$ cat config.mk
export PLATFORM = sky130hd
export DESIGN_NAME = seq_shifter
export DESIGN_NICKNAME = d
export VERILOG_FILES = /design/src/rtl/seq_shifter_pkg.sv /design/src/rtl/seq_shift_step.sv /design/src/rtl/seq_shifter.sv
export SDC_FILE = /design/constraint.sdc
export NUM_CORES = 1
export LEC_CHECK = 0
export BUFFER_PORTS_ARGS = -buffer_cell sky130_fd_sc_hd__buf_2
export CAP_MARGIN = 20
export CORE_UTILIZATION = 45
export CTS_BUF_LIST = sky130_fd_sc_hd__clkbuf_2 sky130_fd_sc_hd__clkbuf_4 sky130_fd_sc_hd__clkbuf_8
export DETAILED_ROUTE_END_ITERATION = 10
export HOLD_SLACK_MARGIN = 0.06
export PLACE_DENSITY = 0.79
export REMOVE_ABC_BUFFERS = 1
export SLEW_MARGIN = 20
export SYNTH_ARGS = -nofsm -noshare
export SYNTH_HDL_FRONTEND = slang
export SYNTH_HIERARCHICAL = 1
export SYNTH_SLANG_ARGS = --single-unit
$ cat constraint.sdc
create_clock -name clk -period 1.75 [get_ports clk]
set_input_delay 0.35 -clock clk [delete_from_list [all_inputs] [get_ports clk]]
set_output_delay 0.35 -clock clk [all_outputs]
set_load 0.005 [all_outputs]
$ cat src/rtl/seq_shifter_pkg.sv
// Shared encodings for the multi-cycle shift unit: shift modes and FSM states.
package seq_shifter_pkg;

  localparam logic [1:0] MODE_LSL = 2'b00;
  localparam logic [1:0] MODE_LSR = 2'b01;
  localparam logic [1:0] MODE_ASR = 2'b10;
  localparam logic [1:0] MODE_ROL = 2'b11;

  localparam logic [1:0] ST_IDLE  = 2'd0;
  localparam logic [1:0] ST_SHIFT = 2'd1;
  localparam logic [1:0] ST_DONE  = 2'd2;

endpackage

$ cat src/rtl/seq_shift_step.sv
// Combinational single-bit shift step; out_bit_c is the bit leaving the word.
module seq_shift_step
  import seq_shifter_pkg::*;
#(
  parameter int unsigned WIDTH = 16
) (
  input  logic [WIDTH-1:0] value,
  input  logic [1:0]       mode,
  output logic [WIDTH-1:0] next_value_c,
  output logic             out_bit_c
);

  always_comb begin
    next_value_c = value;
    out_bit_c    = 1'b0;
    case (mode)
      MODE_LSL: begin
        next_value_c = {value[WIDTH-2:0], 1'b0};
        out_bit_c    = value[WIDTH-1];
      end
      MODE_LSR: begin
        next_value_c = {1'b0, value[WIDTH-1:1]};
        out_bit_c    = value[0];
      end
      MODE_ASR: begin
        next_value_c = {value[WIDTH-1], value[WIDTH-1:1]};
        out_bit_c    = value[0];
      end
      default: begin
        next_value_c = {value[WIDTH-2:0], value[WIDTH-1]};
        out_bit_c    = value[WIDTH-1];
      end
    endcase
  end

endmodule

$ cat src/rtl/seq_shifter.sv
// Multi-cycle shifter: one bit position per clock, start/done handshake,
// LSL overflow accumulated from every bit pushed out of the MSB.
module seq_shifter
  import seq_shifter_pkg::*;
#(
  parameter int unsigned WIDTH   = 16,
  parameter int unsigned SHAMT_W = $clog2(WIDTH)
) (
  input  logic               clk,
  input  logic               rst,
  input  logic               start,
  input  logic [WIDTH-1:0]   a,
  input  logic [SHAMT_W-1:0] shamt,
  input  logic [1:0]         mode,
  output logic               ready,
  output logic               busy,
  output logic               done,
  output logic [WIDTH-1:0]   result,
  output logic               overflow
);

  logic [1:0]         state, state_nxt;
  logic [WIDTH-1:0]   work, work_nxt;
  logic [SHAMT_W-1:0] cnt, cnt_nxt;
  logic [1:0]         mode_q, mode_nxt;
  logic               acc, acc_nxt;
  logic [WIDTH-1:0]   step_val_c;
  logic               step_out_c;

  seq_shift_step #(.WIDTH(WIDTH)) u_step (
    .value        (work),
    .mode         (mode_q),
    .next_value_c (step_val_c),
    .out_bit_c    (step_out_c)
  );

  // Next-state, datapath and counter update.
  always_comb begin
    state_nxt = state;
    work_nxt  = work;
    cnt_nxt   = cnt;
    mode_nxt  = mode_q;
    acc_nxt   = acc;
    case (state)
      ST_IDLE: begin
        if (start) begin
          work_nxt  = a;
          cnt_nxt   = shamt;
          mode_nxt  = mode;
          acc_nxt   = 1'b0;
          state_nxt = (shamt == SHAMT_W'(0)) ? ST_DONE : ST_SHIFT;
        end
      end
      ST_SHIFT: begin
        work_nxt = step_val_c;
        cnt_nxt  = cnt - SHAMT_W'(1);
        if (mode_q == MODE_LSL) acc_nxt = acc | step_out_c;
        if (cnt == SHAMT_W'(1)) state_nxt = ST_DONE;
      end
      ST_DONE: state_nxt = ST_IDLE;
      default: state_nxt = ST_IDLE;
    endcase
  end

  // Handshake outputs are registered from the next state so they line up with it.
  always_ff @(posedge clk or posedge rst) begin
    if (rst) begin
      state    <= ST_IDLE;
      work     <= '0;
      cnt      <= '0;
      mode_q   <= MODE_LSL;
      acc      <= 1'b0;
      ready    <= 1'b1;
      busy     <= 1'b0;
      done     <= 1'b0;
      result   <= '0;
      overflow <= 1'b0;
    end else begin
      state  <= state_nxt;
      work   <= work_nxt;
      cnt    <= cnt_nxt;
      mode_q <= mode_nxt;
      acc    <= acc_nxt;
      ready  <= (state_nxt == ST_IDLE);
      busy   <= (state_nxt != ST_IDLE);
      done   <= (state_nxt == ST_DONE);
      if (state_nxt == ST_DONE) begin
        result   <= work_nxt;
        overflow <= acc_nxt;
      end
    end
  end

endmodule

==> summary.txt <==
Route
  • Via density: 6.471
  • WL final: 6691 µm
  • Routed via count: about 2300
  • Post-route ant nets: 0
  • Average wire per standard cell: 19.23 µm
  • Drt first pass iters: 4
  • Post-route DRC: 0
  • Iter 0 DRT Violations: approximately 190

Worst setup path
  • Crit path kind: reg2reg
  • Critical path data arrival time: approximately 1.9 ns
  • Top delay family on crit path: compound AO/OA/AOI/OAI gates
  • Critical Path Fanout Max: 11
  • CP endpoint: work[5]
  • Crit-path most repeated cell: buf_4
  • Capture point of the worst reg-to-reg path: work[5]
  • Worst setup path start: state[1]
  • Reg2Reg Depth: 5
  • Crit end category: flip-flop
  • Type of origin of the critical path: flip-flop
  • Reg2Reg Launch Point: state[1]
  • Instance count on the critical path: 5
  • WP buf/inv: 2
  • WP data required: ~1.9 ns
  • Crit-path cells: buf_4, nand2b_1, buf_4, o32ai_1, nor2_1
  • Slowest stage delay, CP: between 0.5 and 0.6 ns
  • FF-to-FF setup slack: -0.02 ns
  • Slowest-stage cell, CP: o32ai_1

Logic synthesis
  • Async SR Flop Fraction: 1.000
  • Syn Area/Cell: 10.46 µm²
  • Post-Synthesis Cells: 227
  • Post-synth EDFFs: 0
  • Main flop type after synthesis: dfrtp_1
  • Yosys reg bits: 45
  • Distinct cells, synth: 39
  • Synth Cell Area: 2374 µm²
  • Sequential share of the synthesized area: 0.4750
  • Synth warnings: 6

GRT
  • First-pass GRT wire length: approximately 10000 µm
  • Initial antenna violation count: 0
  • Largest net degree at the start of global routing: between 40 and 50
  • Overflow after GRT: 0
  • GRT Util Overall: 0.2398
  • Vias in the first global route: 2079

Cells and area
  • Layout cells sized above 1: 0.4496
  • Post-Layout Cell Count: 348
  • Cell area after layout: 3187 µm²
  • Final core occ: 0.6240
  • Area growth syn-to-layout: 34.26%
  • Ant diodes: 0
  • Post-layout net count: 309

STA
  • Worst slew pin tran: 0.5901 ns
  • Final setup TNS: -0.02036 ns
  • Max Freq: 564.9 MHz
  • Min Tclk post-route: 1.770 ns
  • Final hold violations: 0
  • Slew Limit Fails: 0
  • Rel. slew slack: 0.6054
  • Setup-failing EPs final: 1
  • RSZ-0062 raised after global routing: true
  • Fin Hold WS: 0.07254 ns
  • Skew final: 0.01330 ns
  • Final Cycle Share: 1.012
  • Final WS setup: -0.02036 ns

Placed design
  • I/O Buffers: 44
  • GPL Wtd Cong: about 0.81
  • Placed insts: 335
  • Pre-CTS setup slack: -0.04757 ns
  • DP HPWL: 4036 µm
  • Area of placed instances: ~2700 µm²

Run status
  • Failing checks: setup timing
  • Outcome: finished, violations left

Floorplan
  • DIE AREA: 5569 µm²
  • Starting density of the core: 0.4647
  • Core area: roughly 5000 µm²
  • Die height: 74.63 µm
  • Ports: 45
  • Row cnt: 26
  • Die Width: approximately 75 µm

Pwr
  • PwrDens: 2098 nW/µm²
  • Seq pwr share: 0.309
  • Sw Ratio: 0.4496
  • Net Sw Power: 3.006 mW
  • Comb power frac: 0.592
  • LEAKAGE: roughly 1.3 nW
  • Pwr Total: ~6.7 mW
  • Internal Power: ~3.7 mW
  • Worst IR drop on VDD: 1.389 mV
  • Clock power share: 0.099

Hold path
  • Hold Path Class: in2async

Clocking
  • Post-CTS Hold Buffers: 0
  • Clk sinks: 45
  • Longest Clk Path Bufs: 2
  • Root Driver: clkbuf_8
  • Clock Pin Slew Worst Setup and Hold Paths: 0.08 ns
  • CTS tree: done
  • CTS Buf Count: 5
  • # H-tree levels: 2
  • Worst-skew pair later-pin latency: around 0.30 ns

Flow run
  • Max-cap violation count: 0
[metal layers]
layer / track usage / wire, µm / vias up
met1: 0.3287 / 2757 / 1148
met2: 0.3764 / 3321 / 102
met4: 0.08386 / 84 / 0
li1: - / - / 994
met3: 0.05355 / 528 / 8
met5: 0 / 0 / -
[synth_stat cells, types with 2 or more instances]
cell	n	area (µm²)
nor2_1	18	67.56
o21ai_0	4	20.02
a21oi_1	5	25.02
nand2b_1	2	12.51
clkbuf_1	12	45.04
o211ai_1	2	15.01
dfrtp_1	44	1101
inv_1	11	41.29
mux2_2	3	33.78
o31ai_1	16	120.1
o221ai_1	17	148.9
ha_1	6	75.07
o32ai_1	17	148.9
buf_1	2	7.510
buf_2	4	20.02
a22o_1	14	122.6
o22ai_1	18	112.6
buf_6	5	56.30
nand2_1	6	22.52
or3b_1	2	17.52
[cells in the final DEF (no fill, tap or decap), drive strengths merged, types with 3 or more instances in the layout]
master | netlist | layout
dfrtp | 44 | 44
ha | 6 | 6
o21ai | 4 | 4
nor2 | 18 | 18
o221ai | 17 | 17
o22ai | 18 | 18
o32ai | 17 | 17
clkbuf | 12 | 6
inv | 12 | 11
nand2 | 6 | 6
buf | 12 | 66
o31ai | 16 | 16
mux2 | 3 | 3
or2 | 2 | 3
a21oi | 5 | 5
a22o | 14 | 14
[sequential cells by signal, summed over array words and instances, names as in the netlist]
name      flops
cnt           4
result       16
work         16
overflow      1
acc           1
state         2
mode_q        2
done          1
busy          1
ready         1
[worst min-delay path by stage]
stage,start,end,slack [ns],depth (start not counted)
floorplan,mode[0],mode_q[0],0.50,1
global placement,rst,done,0.40,3
detailed placement,rst,result[6],0.41,3
CTS,rst,result[8],0.09,3
global route,rst,work[10],0.1,3
finish,rst,work[6],0.07,3
[cell families after synthesis]
group,count (synthesis),synth area share
AO/OA/AOI/OAI,98,0.3195
AND/OR/NAND/NOR,37,0.07749
buffers and inverters,37,0.07801
multiplexers,4,0.01845
adder cells (fa/ha/maj),6,0.03163
flip-flops,45,0.4750
[power by group through the flow]
stage,logic [mW],clock network [mW],registers (mW)
2_1_floorplan,1.88,0,1.98
3_3_place_gp,2.82,0,1.98
3_5_place_dp,2.91,0,2.01
4_1_cts,3.01,0.673,1.99
5_1_grt,4.28,0.718,2.13
6_report,3.96,0.663,2.07
[cell type report]
type,instances,area [µm²]
Fill cell,401,1921
Tap cell,70,87.58
Timing Repair Buffer,66,430.4
Clock inverter,1,7.507
Clock buffer,6,82.58
Multi-Input combinational cell,147,1403
Sequential cell,45,1127
Inverter,13,48.80
[timing repair]
action                     CTS  global route
setup endpoints to repair   20            22
setup buffers                0             3
gates resized for setup      5            57
pin swaps                    0             9
gates cloned                 0             3
[worst register-to-register path, delay by kind of cell (launching register included)]
kind	cells	cell delay (ns)
DFF	1	0.43
and+or+nand+nor	2	0.31
buffers and inverters	2	0.36
AOI/OAI and AO/OA	1	0.52
Power figures use the tool's default switching activity.
